==> src/rtl/lzrw1_stream_sequencer.sv <==
// rtl/lzrw1_stream_sequencer.sv - parses an LZRW1 byte stream into literal/copy items for decompressor_top
// One item is held and presented at a time; a fixed GAP cycle after each issue absorbs the decompressor's busy latency.
module lzrw1_stream_sequencer #(
    parameter int COUNT_WIDTH = 16,
    parameter int CTRL_BITS   = 8
) (
    input  logic                   clock,
    input  logic                   reset,
    input  logic                   start,
    input  logic                   abort,
    input  logic [7:0]             s_byte,
    input  logic                   s_valid,
    input  logic                   s_last,
    output logic                   s_ready,
    output logic [15:0]            dec_data_in,
    output logic                   dec_control_word_in,
    output logic                   dec_data_in_valid,
    input  logic                   dec_busy,
    output logic                   busy,
    output logic                   done,
    output logic                   error,
    output logic [COUNT_WIDTH-1:0] item_count,
    output logic [COUNT_WIDTH-1:0] byte_count
);

    localparam logic [2:0] S_IDLE  = 3'd0;
    localparam logic [2:0] S_CTRL  = 3'd1;
    localparam logic [2:0] S_B0    = 3'd2;
    localparam logic [2:0] S_B1    = 3'd3;
    localparam logic [2:0] S_ISSUE = 3'd4;
    localparam logic [2:0] S_GAP   = 3'd5;
    localparam logic [2:0] S_DONE  = 3'd6;
    localparam logic [2:0] S_ERR   = 3'd7;

    localparam logic [2:0] LAST_BIT = 3'(CTRL_BITS - 1);

    logic [2:0]             state_q, state_d;
    logic [7:0]             ctrl_q, ctrl_d;
    logic [2:0]             bit_idx_q, bit_idx_d;
    logic [15:0]            hold_q, hold_d;
    logic                   last_item_q, last_item_d;
    logic                   done_q, done_d;
    logic [COUNT_WIDTH-1:0] item_cnt_q, item_cnt_d;
    logic [COUNT_WIDTH-1:0] byte_cnt_q, byte_cnt_d;

    logic accept;
    logic cur_bit;

    assign s_ready = (state_q == S_CTRL) || (state_q == S_B0) || (state_q == S_B1);
    assign accept  = s_valid && s_ready;
    assign cur_bit = ctrl_q[bit_idx_q];

    always_comb begin
        state_d     = state_q;
        ctrl_d      = ctrl_q;
        bit_idx_d   = bit_idx_q;
        hold_d      = hold_q;
        last_item_d = last_item_q;
        done_d      = 1'b0;
        item_cnt_d  = item_cnt_q;
        byte_cnt_d  = byte_cnt_q;

        if (accept && (byte_cnt_q != '1)) begin
            byte_cnt_d = byte_cnt_q + 1'b1;
        end

        case (state_q)
            S_IDLE, S_DONE, S_ERR: begin
                if (start) begin
                    state_d     = S_CTRL;
                    ctrl_d      = 8'h00;
                    bit_idx_d   = 3'd0;
                    hold_d      = 16'h0000;
                    last_item_d = 1'b0;
                    item_cnt_d  = '0;
                    byte_cnt_d  = '0;
                end
            end
            S_CTRL: begin
                if (accept) begin
                    ctrl_d    = s_byte;
                    bit_idx_d = LAST_BIT;
                    if (s_last) begin
                        state_d = S_DONE;
                        done_d  = 1'b1;
                    end else begin
                        state_d = S_B0;
                    end
                end
            end
            S_B0: begin
                if (accept) begin
                    if (cur_bit) begin
                        hold_d[15:8] = s_byte;
                        state_d      = s_last ? S_ERR : S_B1;
                    end else begin
                        hold_d      = {8'h00, s_byte};
                        last_item_d = s_last;
                        state_d     = S_ISSUE;
                    end
                end
            end
            S_B1: begin
                if (accept) begin
                    hold_d[7:0] = s_byte;
                    last_item_d = s_last;
                    state_d     = S_ISSUE;
                end
            end
            S_ISSUE: begin
                if (!dec_busy) begin
                    if (item_cnt_q != '1) begin
                        item_cnt_d = item_cnt_q + 1'b1;
                    end
                    state_d = S_GAP;
                end
            end
            S_GAP: begin
                if (last_item_q) begin
                    state_d = S_DONE;
                    done_d  = 1'b1;
                end else if (bit_idx_q == 3'd0) begin
                    state_d = S_CTRL;
                end else begin
                    bit_idx_d = bit_idx_q - 1'b1;
                    state_d   = S_B0;
                end
            end
            default: state_d = S_IDLE;
        endcase

        // Abort wins over everything, including a byte accepted this cycle.
        if (abort) begin
            state_d     = S_IDLE;
            ctrl_d      = 8'h00;
            bit_idx_d   = 3'd0;
            hold_d      = 16'h0000;
            last_item_d = 1'b0;
            done_d      = 1'b0;
            item_cnt_d  = '0;
            byte_cnt_d  = '0;
        end
    end

    always_ff @(posedge clock or negedge reset) begin
        if (!reset) begin
            state_q     <= S_IDLE;
            ctrl_q      <= 8'h00;
            bit_idx_q   <= 3'd0;
            hold_q      <= 16'h0000;
            last_item_q <= 1'b0;
            done_q      <= 1'b0;
            item_cnt_q  <= '0;
            byte_cnt_q  <= '0;
        end else begin
            state_q     <= state_d;
            ctrl_q      <= ctrl_d;
            bit_idx_q   <= bit_idx_d;
            hold_q      <= hold_d;
            last_item_q <= last_item_d;
            done_q      <= done_d;
            item_cnt_q  <= item_cnt_d;
            byte_cnt_q  <= byte_cnt_d;
        end
    end

    assign dec_data_in         = hold_q;
    assign dec_control_word_in = cur_bit;
    assign dec_data_in_valid   = (state_q == S_ISSUE) && !dec_busy;
    assign busy                = !((state_q == S_IDLE) || (state_q == S_DONE) || (state_q == S_ERR));
    assign done                = done_q;
    assign error               = (state_q == S_ERR);
    assign item_count          = item_cnt_q;
    assign byte_count          = byte_cnt_q;

endmodule

==> config.mk <==
export PLATFORM = sky130hd
export DESIGN_NAME = lzrw1_stream_sequencer
export DESIGN_NICKNAME = d
export VERILOG_FILES = /design/src/rtl/lzrw1_stream_sequencer.sv
export SDC_FILE = /design/constraint.sdc
export NUM_CORES = 1
export LEC_CHECK = 0
export BUFFER_PORTS_ARGS = -buffer_cell sky130_fd_sc_hd__clkbuf_2
export CAP_MARGIN = 15
export CORE_MARGIN = 1.5
export CORE_UTILIZATION = 37
export CTS_CLUSTER_SIZE = 28
export DETAILED_ROUTE_END_ITERATION = 7
export GPL_TIMING_DRIVEN = 0
export HOLD_SLACK_MARGIN = 0.03
export PLACE_DENSITY = 0.66
export RECOVER_POWER = 50
export SLEW_MARGIN = 20
export SYNTH_ARGS = -nofsm -noshare
export SYNTH_HDL_FRONTEND = slang
export SYNTH_SLANG_ARGS = --single-unit
==> constraint.sdc <==
create_clock -name clock -period 3.9 [get_ports clock]
set_clock_uncertainty 0.2 [all_clocks]
set_input_delay 0.585 -clock clock [delete_from_list [all_inputs] [get_ports clock]]
set_output_delay 0.585 -clock clock [all_outputs]
set_load 0.02 [all_outputs]
---- Word-level counts from Yosys, hierarchy flattened ----
Cells that the tools add are included.
storage, ports and cells
  register bits ........................... 64
  bits in latches ......................... 0
  RAM bits ................................ 0
  bits in read-only memories .............. 0
  input port bits ......................... 15
  word-level logic and storage cells ...... 104
  memories kept ........................... 0
operators by class
  $add $sub $neg .......................... 3
  multipliers ............................. 0
  divide/modulo/power cells ............... 0
  order comparisons ....................... 1
  equal/unequal tests ..................... 18
  shift-type cells ........................ 0
  mux-type cells .......................... 50
  bitwise logic cells ..................... 0
  reductions and logical operators ........ 23
operator list
  operator               count
  $mux 16                10
  $mux 3                 15
  $mux 8                 5
  $add 16x1->16 const B  2
  $ne 16x16->1 const B   2
  $pmux 16 s2            1
  $pmux 8 s2             2
  $ne 3x3->1 const B     9
  $pmux 8 s3             1
  $pmux 3 s6             1
  $reduce_and 5->1       3
  $eq 3x3->1 const B     4
  $mux 1                 10
  $pmux 3 s3             1
  $reduce_bool 3->1      3
  $reduce_bool 4->1      2
  $eq 3x2->1 const B     2
  $logic_not 3->1        2
  $reduce_and 3->1       2
  $logic_or 1x1->1       4
  $lt 3x4->1 const B     1
  $reduce_and 4->1       1
  $bmux 1 s3             1
  $eq 3x1->1 const B     1
  other kinds (7)        10

---- Logic depth before layout (Yosys ltp) ----
Gate-level depths: netlist of the first run.
  word-level depth ........................ 9
  mapped depth ............................ 7
  gate-level depth less buffers ........... 6

---- Worst setup path after synthesis of the first run ----
No wires, ideal clock.
  path kind ............................... in2reg
  start point ............................. in abort
  end point ............................... reg item_cnt_q[3], in the netlist item_count[3]
  library setup time ...................... 66 ps
  arrival time ............................ 1,935 ps
  data required time ...................... 3,634 ps
  setup slack ............................. 1,699 ps
  stages on the path ...................... 7
  buffers on the path ..................... 2
  path through ............................ clkbuf_1 nor3_1 nand2b_1 a31o_1 clkbuf_1 or3b_1 nand2_1
on the way
  longest elaborated chain between the ends .. 2
ends and longest elaborated chain
  item                                                              RTL line  text
  start: declaration                                                10        input logic abort,
  $ne 3x3->1 (no line) / $reduce_bool 3->1 (equally long branches)  n/a
  $reduce_and 4->1 (no line)                                        n/a
  end signal: assignment                                            162       item_cnt_q <= item_cnt_d;
  end: declaration                                                  43        logic [COUNT_WIDTH-1:0] item_cnt_q, item_cnt_d;
Parallel ways exist; a longest one is shown, timed or not.
A chain may end at the register's enable or synchronous reset.

---- Worst setup path after layout of the first run ----
  start point ............................. reg state_q[2]
  end point ............................... out error
on the way
  longest elaborated chain between the ends .. 1
ends and longest elaborated chain
  item                      RTL line  text
  start: declaration        37        logic [2:0] state_q, state_d;
  start signal: assignment  156       state_q <= state_d;
  $eq 3x3->1                172       assign error = (state_q == S_ERR);
  end: declaration          21        output logic error,
Every way passes these cells.

==> impl_results.html, run 1 <==
<table>
<tr><th>Metric</th><th>Value</th></tr>
<tr><th colspan="2">STA</th></tr>
<tr><td>Maximum operating frequency</td><td>371 MHz</td></tr>
<tr><td>Final Max Tran Viols</td><td>37</td></tr>
<tr><td>Post-route clock period utilization</td><td>0.691</td></tr>
<tr><td>Final setup viols</td><td>0</td></tr>
<tr><td>Actual slew at the worst max-slew pin</td><td>2.10 ns</td></tr>
<tr><td>Total count of hold-check failures in the final report</td><td>0</td></tr>
<tr><td>Crit path time final</td><td>2.70 ns</td></tr>
<tr><td>Slew HR</td><td>-0.402</td></tr>
<tr><td>Unrepaired setup endpoints after global routing</td><td>false</td></tr>
<tr><td>Sum of negative setup slack</td><td>0 ns</td></tr>
<tr><th colspan="2">Place</th></tr>
<tr><td>Placed Instances</td><td>545</td></tr>
<tr><td>Placed wire-length estimate</td><td>6130 um</td></tr>
<tr><td>Count of buffers from port buffering</td><td>67</td></tr>
<tr><td>Last weighted congestion value of the routability-driven placer</td><td>0.835</td></tr>
<tr><th colspan="2">Worst setup path</th></tr>
<tr><td>Type of origin of the critical path</td><td>flop</td></tr>
<tr><td>Worst path buffer plus inverter count</td><td>4</td></tr>
<tr><td>Cell-by-cell trace of the critical path</td><td>buf_2 &gt; clkbuf_1 &gt; clkbuf_1 &gt; and3_1 &gt; clkbuf_2</td></tr>
<tr><td>Most Frequent Cell on Critical Path</td><td>sky130_fd_sc_hd__clkbuf_1</td></tr>
<tr><td>CP delay by family, top</td><td>buffers and inverters</td></tr>
<tr><td>CP Data Arrival Time</td><td>1.91 ns</td></tr>
<tr><td>Setup CP Type</td><td>flop to output port</td></tr>
<tr><td>Crit path capture type</td><td>output port</td></tr>
<tr><td>Req. time, crit path</td><td>3.12 ns</td></tr>
<tr><td>Largest fanout on the critical path</td><td>10</td></tr>
<tr><td>Slowest CP cell</td><td>sky130_fd_sc_hd__clkbuf_1</td></tr>
<tr><td>Biggest cell delay along the critical path</td><td>0.38 ns</td></tr>
<tr><th colspan="2">CTS</th></tr>
<tr><td>Clock transition at the registers of the reported paths</td><td>0.08 ns</td></tr>
<tr><td>TritonCTS clock tree</td><td>done</td></tr>
<tr><td>Clock buffers created by TritonCTS</td><td>9</td></tr>
<tr><td>Count of clock tree sinks</td><td>64</td></tr>
<tr><td>Clock root buffer master</td><td>sky130_fd_sc_hd__clkbuf_8</td></tr>
<tr><td>Maximum count of clock buffers along a single path</td><td>2</td></tr>
<tr><td>Number of setup buffers added after CTS</td><td>0</td></tr>
<tr><td>Maximum level of the CTS H-tree</td><td>3</td></tr>
<tr><td>Number of gates given a new drive strength after cts</td><td>0</td></tr>
<tr><td>Clk_lat worst skew</td><td>0.33 ns</td></tr>
<tr><td>Count of hold-fix buffers inserted at cts</td><td>0</td></tr>
<tr><th colspan="2">Detailed routing</th></tr>
<tr><td>Number of detailed-routing iterations run before antenna repair</td><td>4</td></tr>
<tr><td>Routed wire per std cell</td><td>15.1 um</td></tr>
<tr><td>Detailed router's first-iteration violation count</td><td>169</td></tr>
<tr><td>DR vias</td><td>3,110</td></tr>
<tr><td>Routed Wire Length</td><td>8500 um</td></tr>
<tr><td>Drt via density</td><td>5.54</td></tr>
<tr><td>Antenna Nets Post-Route</td><td>0</td></tr>
<tr><td>DRC viols</td><td>0</td></tr>
<tr><th colspan="2">Power</th></tr>
<tr><td>Largest voltage drop on the vdd net</td><td>0.202 mV</td></tr>
<tr><td>Internal power contribution</td><td>1.38 mW</td></tr>
<tr><td>Power share of the clock group</td><td>0.286</td></tr>
<tr><td>Switching fraction of total power</td><td>0.369</td></tr>
<tr><td>Leakage dissipation</td><td>1.85 nW</td></tr>
<tr><td>PwrDens</td><td>531 nW/um^2</td></tr>
<tr><td>Reg power frac</td><td>0.354</td></tr>
<tr><td>Portion of total power attributed to combinational logic</td><td>0.361</td></tr>
<tr><td>Switching power total</td><td>0.808 mW</td></tr>
<tr><th colspan="2">Synthesis</th></tr>
<tr><td>Proportion of synthesized chip area in sequential cells</td><td>0.464</td></tr>
<tr><td>Number of standard cells after synthesis</td><td>366</td></tr>
<tr><td>Number of register bits inferred by synthesis</td><td>64</td></tr>
<tr><td>Number of different library cells in the post-synthesis netlist</td><td>56</td></tr>
<tr><td>Top cells by count, synth</td><td>64 x sky130_fd_sc_hd__dfrtp_1, 41 x sky130_fd_sc_hd__nand2_1, 35 x sky130_fd_sc_hd__nor2_1, 24 x sky130_fd_sc_hd__o21ai_0</td></tr>
<tr><td>Post-synth top area share</td><td>0.464</td></tr>
<tr><td>Syn Area/Cell</td><td>9.44 um^2</td></tr>
<tr><td>Dominant cells by area after synthesis</td><td>sky130_fd_sc_hd__dfrtp_1 46%, sky130_fd_sc_hd__nand2_1 4.5%, sky130_fd_sc_hd__nor2_1 3.8%</td></tr>
<tr><td>Synthesis Warnings</td><td>0</td></tr>
<tr><td>Count leader, synth</td><td>sky130_fd_sc_hd__dfrtp_1</td></tr>
<tr><td>Yosys top cell by area</td><td>sky130_fd_sc_hd__dfrtp_1</td></tr>
<tr><td>Number of flops mapped to enable cells by yosys</td><td>0</td></tr>
<tr><td>Most used flip-flop cell after synthesis</td><td>sky130_fd_sc_hd__dfrtp_1</td></tr>
<tr><td>Mapped Area</td><td>3450 um^2</td></tr>
<tr><td>Synth Net Count</td><td>385</td></tr>
<tr><td>Asr flop ratio synth</td><td>1.00</td></tr>
<tr><th colspan="2">Die</th></tr>
<tr><td>Initial cell density of the core</td><td>0.377</td></tr>
<tr><td>Site Rows</td><td>35</td></tr>
<tr><td>Overall die width</td><td>99.6 um</td></tr>
<tr><td>Chip height</td><td>99.6 um</td></tr>
<tr><td>Die area</td><td>9930 um^2</td></tr>
<tr><td>Placeable core area</td><td>9150 um^2</td></tr>
<tr><td>Number of I/O pins</td><td>69</td></tr>
<tr><th colspan="2">Global route</th></tr>
<tr><td>Largest net degree at the start of global routing</td><td>38</td></tr>
<tr><td>Wire length of the first global-routing pass</td><td>14,000 um</td></tr>
<tr><td>Overall overflow remaining after global route</td><td>0</td></tr>
<tr><td>Number of antenna violations at the first check in global routing</td><td>0</td></tr>
<tr><td>Vias in the first global route</td><td>2,885</td></tr>
<tr><td>Overall track demand over capacity in global routing</td><td>0.176</td></tr>
<tr><th colspan="2">Finish</th></tr>
<tr><td>Number of nets in the final layout</td><td>464</td></tr>
<tr><td>Fillers</td><td>925</td></tr>
<tr><td>Fraction of final layout cells with drive strength greater than 1</td><td>0.147</td></tr>
<tr><td>Finished Layout Cells</td><td>561</td></tr>
<tr><td>Diode count</td><td>0</td></tr>
<tr><td>Layout Area Growth over Synthesis</td><td>19.5%</td></tr>
<tr><th colspan="2">Status</th></tr>
<tr><td>Result of the run</td><td>complete, but fails checks</td></tr>
<tr><td>Violated checks</td><td>max-capacitance violations, max-slew violations</td></tr>
<tr><th colspan="2">Job</th></tr>
<tr><td>Max-cap violations</td><td>1</td></tr>
<tr><th colspan="2">Worst hold path</th></tr>
<tr><td>Type of the tightest min-delay check</td><td>flop to flop</td></tr>
</table>
[cell families after synthesis]
kind of cell | synth area share
AOI/OAI and AO/OA | 0.204
xor gates and xnor gates | 0.0330
adders and majority gates | 0.0145
buffers and inverters | 0.0351
DFF | 0.464
muxes | 0.0373
and+or+nand+nor | 0.213
[flip-flops by register name, indices dropped and copies added, names as in the netlist]
register / flops
byte_count: 16
dec_data_in: 16
item_count: 16
ctrl_q: 8
bit_idx_q: 3
state_q: 3
done: 1
last_item_q: 1
[power groups by stage]
stage          combinational [mW]  sequential, mW  clock (mW)
2_1_floorplan               0.560           0.799           0
3_3_place_gp                0.773           0.784           0
3_5_place_dp                0.790           0.786           0
4_1_cts                     0.792           0.775       0.640
5_1_grt                     0.881           0.782       0.668
6_report                    0.790           0.775       0.626
[area by class of cell]
class | count | area (um^2) | share of cell area
multi-input cells | 276 | 1730 | 0.420
clock inverters | 3 | 65.1 | 0.0158
clock buffers | 13 | 149 | 0.0361
repair buffers | 68 | 320 | 0.0776
plain buffers | 18 | 91.3 | 0.0221
well taps | 111 | 139 | 0.0336
flip-flops and latches | 64 | 1600 | 0.388
inverters | 8 | 30.0 | 0.00727
[placed cells by master (no fill, tap or decap), types with 5 or more instances in the layout]
cell,synthesis,routed
sky130_fd_sc_hd__nor2_1,35,35
sky130_fd_sc_hd__nor3_1,7,7
sky130_fd_sc_hd__dfrtp_1,64,64
sky130_fd_sc_hd__o21ai_1,5,5
sky130_fd_sc_hd__mux2i_1,8,8
sky130_fd_sc_hd__nor2b_1,8,8
sky130_fd_sc_hd__o31ai_1,8,8
sky130_fd_sc_hd__and3_1,10,10
sky130_fd_sc_hd__nand2b_1,6,6
sky130_fd_sc_hd__xor2_1,5,5
sky130_fd_sc_hd__a31oi_1,5,5
sky130_fd_sc_hd__nand3_1,15,15
sky130_fd_sc_hd__clkbuf_2,0,39
sky130_fd_sc_hd__clkbuf_1,11,42
sky130_fd_sc_hd__xnor2_1,8,8
sky130_fd_sc_hd__and4_1,6,6
sky130_fd_sc_hd__o2bb2ai_1,8,8
sky130_fd_sc_hd__clkbuf_8,0,10
sky130_fd_sc_hd__nand2_1,41,41
sky130_fd_sc_hd__a21oi_1,15,15
sky130_fd_sc_hd__inv_1,8,8
sky130_fd_sc_hd__o21ai_0,24,24
sky130_fd_sc_hd__a22o_1,10,10
[worst register-to-register path: cells and delay by family (launching register included)]
family	cells	cell delay (ns)
AOI/OAI and AO/OA	3	1.19
and+or+nand+nor	2	0.54
DFF	1	0.36
buffers and inverters	1	0.17
[metrics by stage]
step | hold WS [ns] | area, um^2 | total power [mW] | utilization | worst slack, ns
floorplan | 0.0894 | 3450 | 1.36 | - | 1.70
global placement | 0.273 | 3930 | 1.56 | 0.429 | 1.39
detailed placement | 0.276 | 3950 | 1.58 | 0.432 | 1.36
CTS | 0.0700 | 4170 | 2.21 | 0.455 | 1.18
global route | 0.309 | 4130 | 2.33 | 0.451 | 0.997
finish | 0.294 | 4130 | 2.19 | 0.451 | 1.20
[final timing paths]
| path | startpoint | slack, ns | cells after the start | endpoint |
|---|---|---|---|---|
| min in group asynchronous | reset | 0.66 | 1 | item_count[4] |
| max reg2reg | state_q[2] | 1.38 | 6 | dec_data_in[10] |
| min | ctrl_q[4] | 0.29 | 2 | ctrl_q[4] |
| min reg2reg | ctrl_q[4] | 0.29 | 2 | ctrl_q[4] |
| max | state_q[2] | 1.20 | 5 | error |
| max in group asynchronous | reset | 1.63 | 1 | byte_count[14] |
[per-layer routing]
layer,vias to the layer above,global-route usage,wire (um)
met4,0,0.0574,25
met2,72,0.278,3900
met5,-,0,0
met1,1538,0.243,4210
li1,1498,-,-
met3,2,0.0344,353
Power figures use the tool's default switching activity.
==> run 2, diff against run 1 <==
ABC_AREA = 1   (was default)
PLACE_DENSITY = 0.68   (was 0.66)
clock period = 2.3 ns   (was 3.9 ns; I/O delays follow)
==> impl_results.html, run 2 <==
<table>
<tr><th>Metric</th><th>Value</th></tr>
<tr><th colspan="2">Finish</th></tr>
<tr><td>Fin util</td><td>0.450</td></tr>
<tr><td>Fillers</td><td>1,087</td></tr>
<tr><td>Finished Layout Cells</td><td>795</td></tr>
<tr><td>Most common cell after layout, fill and taps aside</td><td>sky130_fd_sc_hd__nand2_1</td></tr>
<tr><td>Post-route cell area</td><td>4690 um^2</td></tr>
<tr><td>Number of nets in the final layout</td><td>674</td></tr>
<tr><td>Layout Area Growth over Synthesis</td><td>17.3%</td></tr>
<tr><td>Fraction of final layout cells with drive strength greater than 1</td><td>0.149</td></tr>
<tr><td>Commonest non-fill, non-tap cells in the layout</td><td>195 x sky130_fd_sc_hd__nand2_1, 76 x sky130_fd_sc_hd__nor2_1, 64 x sky130_fd_sc_hd__dfrtp_1</td></tr>
<tr><td>Diode count</td><td>0</td></tr>
<tr><th colspan="2">Synthesis</th></tr>
<tr><td>Asr flop ratio synth</td><td>1.00</td></tr>
<tr><td>Yosys top cell by area</td><td>sky130_fd_sc_hd__dfrtp_1</td></tr>
<tr><td>Number of standard cells after synthesis</td><td>572</td></tr>
<tr><td>Number of register bits inferred by synthesis</td><td>64</td></tr>
<tr><td>Most used flip-flop cell after synthesis</td><td>sky130_fd_sc_hd__dfrtp_1</td></tr>
<tr><td>Number of different library cells in the post-synthesis netlist</td><td>34</td></tr>
<tr><td>Mapped Area</td><td>4000 um^2</td></tr>
<tr><td>Synth Net Count</td><td>591</td></tr>
<tr><td>Dominant cells by area after synthesis</td><td>sky130_fd_sc_hd__dfrtp_1 40%, sky130_fd_sc_hd__nand2_1 18%, sky130_fd_sc_hd__nor2_1 7.2%</td></tr>
<tr><td>Number of flops mapped to enable cells by yosys</td><td>0</td></tr>
<tr><td>Synthesis Warnings</td><td>0</td></tr>
<tr><td>Top cells by count, synth</td><td>195 x sky130_fd_sc_hd__nand2_1, 77 x sky130_fd_sc_hd__nor2_1, 64 x sky130_fd_sc_hd__dfrtp_1, 54 x sky130_fd_sc_hd__inv_1, 52 x sky130_fd_sc_hd__nand3_1</td></tr>
<tr><td>Count leader, synth</td><td>sky130_fd_sc_hd__nand2_1</td></tr>
<tr><td>Proportion of synthesized chip area in sequential cells</td><td>0.401</td></tr>
<tr><td>Syn Area/Cell</td><td>6.99 um^2</td></tr>
<tr><td>Post-synth top area share</td><td>0.401</td></tr>
<tr><th colspan="2">CTS</th></tr>
<tr><td>Clk_lat worst skew</td><td>0.34 ns</td></tr>
<tr><td>TritonCTS clock tree</td><td>done</td></tr>
<tr><td>Maximum level of the CTS H-tree</td><td>3</td></tr>
<tr><td>Clock buffers created by TritonCTS</td><td>9</td></tr>
<tr><td>Maximum count of clock buffers along a single path</td><td>2</td></tr>
<tr><td>Count of clock tree sinks</td><td>64</td></tr>
<tr><td>Clock transition at the registers of the reported paths</td><td>0.07 ns</td></tr>
<tr><td>Clock root buffer master</td><td>sky130_fd_sc_hd__clkbuf_8</td></tr>
<tr><th colspan="2">Die</th></tr>
<tr><td>Die area</td><td>11,400 um^2</td></tr>
<tr><td>Placeable core area</td><td>10,400 um^2</td></tr>
<tr><td>Initial cell density of the core</td><td>0.384</td></tr>
<tr><td>Number of I/O pins</td><td>69</td></tr>
<tr><td>Overall die width</td><td>107 um</td></tr>
<tr><td>Site Rows</td><td>37</td></tr>
<tr><td>Chip height</td><td>107 um</td></tr>
<tr><th colspan="2">Worst hold path</th></tr>
<tr><td>Endpoint with the worst hold slack</td><td>ctrl_q[2]</td></tr>
<tr><td>Type of the tightest min-delay check</td><td>primary input to flop</td></tr>
<tr><td>Critical hold path startpoint</td><td>s_byte[2]</td></tr>
<tr><td>Cell count of the worst hold path</td><td>3</td></tr>
<tr><th colspan="2">Power</th></tr>
<tr><td>Leakage dissipation</td><td>2.26 nW</td></tr>
<tr><td>Reg power frac</td><td>0.352</td></tr>
<tr><td>Portion of total power attributed to combinational logic</td><td>0.451</td></tr>
<tr><td>Post-route total power</td><td>4.07 mW</td></tr>
<tr><td>Power share of the clock group</td><td>0.198</td></tr>
<tr><td>Internal power contribution</td><td>2.24 mW</td></tr>
<tr><td>Switching power total</td><td>1.83 mW</td></tr>
<tr><td>PwrDens</td><td>868 nW/um^2</td></tr>
<tr><td>Switching fraction of total power</td><td>0.449</td></tr>
<tr><td>Largest voltage drop on the vdd net</td><td>0.513 mV</td></tr>
<tr><th colspan="2">Place</th></tr>
<tr><td>Last weighted congestion value of the routability-driven placer</td><td>0.895</td></tr>
<tr><td>Post-placement setup slack</td><td>0.0732 ns</td></tr>
<tr><td>Count of buffers from port buffering</td><td>68</td></tr>
<tr><td>Area of placed instances</td><td>4540 um^2</td></tr>
<tr><td>Placed wire-length estimate</td><td>7690 um</td></tr>
<tr><td>Placed Instances</td><td>777</td></tr>
<tr><th colspan="2">STA</th></tr>
<tr><td>Sum of negative setup slack</td><td>0 ns</td></tr>
<tr><td>Final setup viols</td><td>0</td></tr>
<tr><td>Actual slew at the worst max-slew pin</td><td>1.00 ns</td></tr>
<tr><td>Total count of hold-check failures in the final report</td><td>0</td></tr>
<tr><td>Maximum operating frequency</td><td>469 MHz</td></tr>
<tr><td>Worst setup slack after layout</td><td>0.169 ns</td></tr>
<tr><td>Final Max Tran Viols</td><td>0</td></tr>
<tr><td>Slew HR</td><td>0.331</td></tr>
<tr><td>Crit path time final</td><td>2.13 ns</td></tr>
<tr><td>Worst-case hold slack</td><td>0.0627 ns</td></tr>
<tr><td>Unrepaired setup endpoints after global routing</td><td>false</td></tr>
<tr><td>Post-route clock period utilization</td><td>0.927</td></tr>
<tr><th colspan="2">Worst setup path</th></tr>
<tr><td>Worst r2r dst</td><td>byte_count[6]</td></tr>
<tr><td>Req. time, crit path</td><td>1.75 ns</td></tr>
<tr><td>Cell count of the worst reg-to-reg path</td><td>8</td></tr>
<tr><td>Largest fanout on the critical path</td><td>6</td></tr>
<tr><td>Setup CP Type</td><td>flop to output port</td></tr>
<tr><td>Minimum setup slack among reg-to-reg paths</td><td>0.21 ns</td></tr>
<tr><td>Beginning of the critical path</td><td>state_q[1]</td></tr>
<tr><td>Type of origin of the critical path</td><td>flop</td></tr>
<tr><td>Reg2reg start</td><td>byte_count[0]</td></tr>
<tr><td>Crit path capture type</td><td>output port</td></tr>
<tr><td>CP Data Arrival Time</td><td>1.59 ns</td></tr>
<tr><th colspan="2">Detailed routing</th></tr>
<tr><td>Routed Wire Length</td><td>10,000 um</td></tr>
<tr><td>DR vias</td><td>3,915</td></tr>
<tr><td>Detailed router's first-iteration violation count</td><td>222</td></tr>
<tr><td>Drt via density</td><td>4.92</td></tr>
<tr><td>Routed wire per std cell</td><td>12.6 um</td></tr>
<tr><td>DRC viols</td><td>0</td></tr>
<tr><td>Antenna Nets Post-Route</td><td>0</td></tr>
<tr><td>Number of detailed-routing iterations run before antenna repair</td><td>4</td></tr>
<tr><th colspan="2">Global route</th></tr>
<tr><td>Vias in the first global route</td><td>3,763</td></tr>
<tr><td>Number of antenna violations at the first check in global routing</td><td>0</td></tr>
<tr><td>Overall track demand over capacity in global routing</td><td>0.186</td></tr>
<tr><td>Overall overflow remaining after global route</td><td>0</td></tr>
<tr><td>Wire length of the first global-routing pass</td><td>17,100 um</td></tr>
<tr><td>Largest net degree at the start of global routing</td><td>50</td></tr>
<tr><th colspan="2">Job</th></tr>
<tr><td>Max-cap violations</td><td>0</td></tr>
<tr><th colspan="2">Status</th></tr>
<tr><td>Result of the run</td><td>complete, no violations</td></tr>
</table>
run 2: changes by cell type after synthesis, moves of 15 or more:
cell and delta:
sky130_fd_sc_hd__o21ai_0 -15, sky130_fd_sc_hd__nand3_1 +37, sky130_fd_sc_hd__nor2_1 +42, sky130_fd_sc_hd__nand2_1 +154
sky130_fd_sc_hd__o21ai_1 +18, sky130_fd_sc_hd__nand4_1 +16, sky130_fd_sc_hd__inv_1 +46
run 2: cell families after synthesis:
family | Yosys count | share of synthesized area
AOI/OAI and AO/OA | 50 | 0.0736
and+or+nand+nor | 372 | 0.410
xor gates and xnor gates | 10 | 0.0219
adders and majority gates | 4 | 0.0125
buffers and inverters | 72 | 0.0817
DFF | 64 | 0.401
run 2: how the worst max path moves through the flow:
stage | to | depth (start not counted)
floorplan | byte_count[0] | 7
global placement | byte_count[0] | 7
detailed placement | byte_count[0] | 7
CTS | dec_data_in_valid | 6
global route | dec_control_word_in | 8
finish | dec_data_in_valid | 6
run 2: per-layer routing:
layer  global-route usage  routed length [um]  vias to the layer above
met1                0.238                4810                     1830
met2                0.314                4730                       76
met4               0.0705                 107                        0
met5                    0                   0                        -
met3               0.0322                 383                       11
li1                     -                   -                     1998
run 2: cell type report:
type | instances | area (um^2) | share of cell area
plain buffers | 15 | 110 | 0.0235
repair buffers | 72 | 359 | 0.0766
multi-input cells | 436 | 2080 | 0.443
well taps | 136 | 170 | 0.0363
clock buffers | 11 | 131 | 0.0280
inverters | 57 | 216 | 0.0462
flip-flops and latches | 64 | 1600 | 0.342
clock inverters | 4 | 22.5 | 0.00480
run 2: power by group through the flow:
stage               logic [mW]  clock network, mW  registers (mW)
global placement          1.79                  0            1.44
finish                    1.83              0.805            1.43
CTS                       1.85              0.835            1.43
global route              2.07              0.875            1.46
detailed placement        1.84                  0            1.45
floorplan                 1.30                  0            1.49
run 2: timing repair:
item	4_1_cts	5_1_grt
hold buffers	1	0
gates resized for setup	1	3
buffers inserted	0	2
endpoints found under the setup margin	1	13
hold endpoints to repair	64	0
pin swaps	0	1
run 2: worst max-delay path, stage by stage, from the launching register on:
cell and delay [ns]:
sky130_fd_sc_hd__dfrtp_1 0.48, sky130_fd_sc_hd__inv_4 0.13, sky130_fd_sc_hd__nand2_4 0.07, sky130_fd_sc_hd__nor2_4 0.12
sky130_fd_sc_hd__inv_1 0.09, sky130_fd_sc_hd__nor2_1 0.15, sky130_fd_sc_hd__clkbuf_2 0.20
==> run 3, diff against run 2 <==
CORE_ASPECT_RATIO = 0.8   (was default)
==> impl_results.html, run 3 (same netlist as run 2, synthesis figures left out) <==
<table>
<tr><th>Metric</th><th>Value</th></tr>
<tr><th colspan="2">STA</th></tr>
<tr><td>Total count of hold-check failures in the final report</td><td>0</td></tr>
<tr><td>Unrepaired setup endpoints after global routing</td><td>false</td></tr>
<tr><td>Crit path time final</td><td>2.12 ns</td></tr>
<tr><td>Final Max Tran Viols</td><td>0</td></tr>
<tr><td>Post-route clock period utilization</td><td>0.924</td></tr>
<tr><td>Actual slew at the worst max-slew pin</td><td>0.770 ns</td></tr>
<tr><td>Maximum operating frequency</td><td>471 MHz</td></tr>
<tr><td>Final setup viols</td><td>0</td></tr>
<tr><td>Slew HR</td><td>0.487</td></tr>
<tr><td>Sum of negative setup slack</td><td>0 ns</td></tr>
<tr><th colspan="2">Worst setup path</th></tr>
<tr><td>Type of origin of the critical path</td><td>flop</td></tr>
<tr><td>CP delay by family, top</td><td>flip-flops</td></tr>
<tr><td>Req. time, crit path</td><td>1.75 ns</td></tr>
<tr><td>Setup CP Type</td><td>flop to output port</td></tr>
<tr><td>Crit path capture type</td><td>output port</td></tr>
<tr><td>CP Data Arrival Time</td><td>1.58 ns</td></tr>
<tr><td>Minimum setup slack among reg-to-reg paths</td><td>0.20 ns</td></tr>
<tr><td>Largest fanout on the critical path</td><td>6</td></tr>
<tr><td>Slowest CP cell</td><td>sky130_fd_sc_hd__dfrtp_1</td></tr>
<tr><td>Cell-by-cell trace of the critical path</td><td>inv_4 &gt; nand2_4 &gt; nor2_4 &gt; inv_1 &gt; nor2_1 &gt; clkbuf_2</td></tr>
<tr><td>Biggest cell delay along the critical path</td><td>0.48 ns</td></tr>
<tr><td>Worst path buffer plus inverter count</td><td>3</td></tr>
<tr><th colspan="2">Detailed routing</th></tr>
<tr><td>Detailed router's first-iteration violation count</td><td>304</td></tr>
<tr><td>Antenna Nets Post-Route</td><td>0</td></tr>
<tr><td>Drt via density</td><td>4.91</td></tr>
<tr><td>DR vias</td><td>3,925</td></tr>
<tr><td>DRC viols</td><td>0</td></tr>
<tr><td>Number of detailed-routing iterations run before antenna repair</td><td>5</td></tr>
<tr><td>Routed Wire Length</td><td>10,600 um</td></tr>
<tr><td>Routed wire per std cell</td><td>13.2 um</td></tr>
<tr><th colspan="2">Global route</th></tr>
<tr><td>Wire length of the first global-routing pass</td><td>17,400 um</td></tr>
<tr><td>Number of antenna violations at the first check in global routing</td><td>0</td></tr>
<tr><td>Vias in the first global route</td><td>3,594</td></tr>
<tr><td>Overall track demand over capacity in global routing</td><td>0.194</td></tr>
<tr><td>Largest net degree at the start of global routing</td><td>36</td></tr>
<tr><td>Overall overflow remaining after global route</td><td>0</td></tr>
<tr><th colspan="2">Finish</th></tr>
<tr><td>Layout Area Growth over Synthesis</td><td>21.3%</td></tr>
<tr><td>Fraction of final layout cells with drive strength greater than 1</td><td>0.152</td></tr>
<tr><td>Finished Layout Cells</td><td>800</td></tr>
<tr><td>Number of nets in the final layout</td><td>674</td></tr>
<tr><td>Most common cell after layout, fill and taps aside</td><td>sky130_fd_sc_hd__nand2_1</td></tr>
<tr><td>Commonest non-fill, non-tap cells in the layout</td><td>195 x sky130_fd_sc_hd__nand2_1, 76 x sky130_fd_sc_hd__nor2_1, 63 x sky130_fd_sc_hd__dfrtp_1</td></tr>
<tr><td>Diode count</td><td>0</td></tr>
<tr><th colspan="2">CTS</th></tr>
<tr><td>Clock root buffer master</td><td>sky130_fd_sc_hd__clkbuf_16</td></tr>
<tr><td>Clock buffers created by TritonCTS</td><td>9</td></tr>
<tr><td>Clock transition at the registers of the reported paths</td><td>0.06 ns</td></tr>
<tr><td>Count of clock tree sinks</td><td>64</td></tr>
<tr><td>Maximum level of the CTS H-tree</td><td>3</td></tr>
<tr><td>Clk_lat worst skew</td><td>0.33 ns</td></tr>
<tr><td>TritonCTS clock tree</td><td>done</td></tr>
<tr><td>Maximum count of clock buffers along a single path</td><td>2</td></tr>
<tr><th colspan="2">Die</th></tr>
<tr><td>Die area</td><td>11,400 um^2</td></tr>
<tr><td>Site Rows</td><td>33</td></tr>
<tr><td>Number of I/O pins</td><td>69</td></tr>
<tr><td>Chip height</td><td>96.0 um</td></tr>
<tr><td>Overall die width</td><td>119 um</td></tr>
<tr><td>Initial cell density of the core</td><td>0.386</td></tr>
<tr><td>Placeable core area</td><td>10,400 um^2</td></tr>
<tr><th colspan="2">Worst hold path</th></tr>
<tr><td>Type of the tightest min-delay check</td><td>primary input to flop</td></tr>
<tr><th colspan="2">Power</th></tr>
<tr><td>Leakage dissipation</td><td>2.33 nW</td></tr>
<tr><td>PwrDens</td><td>984 nW/um^2</td></tr>
<tr><td>Largest voltage drop on the vdd net</td><td>0.663 mV</td></tr>
<tr><td>Post-route total power</td><td>4.77 mW</td></tr>
<tr><th colspan="2">Place</th></tr>
<tr><td>Placed Instances</td><td>781</td></tr>
<tr><td>Placed wire-length estimate</td><td>7800 um</td></tr>
<tr><td>Count of buffers from port buffering</td><td>68</td></tr>
<tr><td>Last weighted congestion value of the routability-driven placer</td><td>0.887</td></tr>
<tr><th colspan="2">Job</th></tr>
<tr><td>Max-cap violations</td><td>0</td></tr>
<tr><th colspan="2">Status</th></tr>
<tr><td>Result of the run</td><td>complete, no violations</td></tr>
</table>
run 3: cell count changes in the layout (fill, tap and decap cells not counted), sizes merged:
| cell | before | now |
|---|---|---|
| clkinvlp | 1 | 2 |
| buf | 14 | 13 |
| clkbuf | 83 | 84 |
| bufinv | 0 | 2 |
| clkinv | 3 | 1 |
run 3: worst min-delay path: stages:
cell	delay (ns)
sky130_fd_sc_hd__clkbuf_2	0.09
sky130_fd_sc_hd__nand3_1	0.08
sky130_fd_sc_hd__o21ai_1	0.07
run 3: power by group:
group	switching [mW]	total, mW	internal [mW]
sequential	0.166	1.43	1.27
clock	0.503	1.48	0.976
combinational	1.26	1.86	0.595
total	1.93	4.77	2.84
run 3: cell type report:
cell class              count  area, um^2
flip-flops and latches     64        1600
clock inverters             5        80.1
plain buffers              15         110
inverters                  57         216
fillers                  1064        5520
repair buffers             72         339
clock buffers              11         243
well taps                 140         175
multi-input cells         436        2080
run 3: final timing paths:
path | from | endpoint | cells past startpoint
worst max-delay path | state_q[1] | dec_data_in_valid | 6
worst min-delay path | s_byte[5] | ctrl_q[5] | 3
worst max register to register | state_q[2] | byte_count[14] | 9
worst min register to register | dec_data_in[7] | dec_data_in[7] | 2
max in group asynchronous | reset | bit_idx_q[0] | 3
min in group asynchronous | reset | byte_count[11] | 2
run 3: layer usage:
metal / vias to the layer above / GRT usage / wire [um]
li1: 1991 / - / -
met1: 1828 / 0.261 / 5230
met5: - / 0 / 0
met3: 15 / 0.0427 / 449
met4: 0 / 0.0622 / 123
met2: 91 / 0.312 / 4760
run 3: timing repair:
action                                 in CTS  in global routing
hold buffers                                1                  0
endpoints found under the hold margin      29                  0
setup endpoints to repair                   1                 12
pin swaps                                   0                  1
buffers inserted                            0                  2
gates resized for setup                     1                  4
run 3: through the flow:
stage / util / worst slack, ns / hold WS (ns) / instance area, um^2
after floorplan: - / 0.281 / -0.151 / 4000
after global placement: 0.435 / 0.139 / 0.259 / 4510
after detailed placement: 0.438 / 0.118 / 0.155 / 4530
after CTS: 0.470 / 0.0710 / 0.0773 / 4870
after global routing: 0.468 / 0.0110 / 0.0842 / 4850
final: 0.468 / 0.176 / 0.0897 / 4850
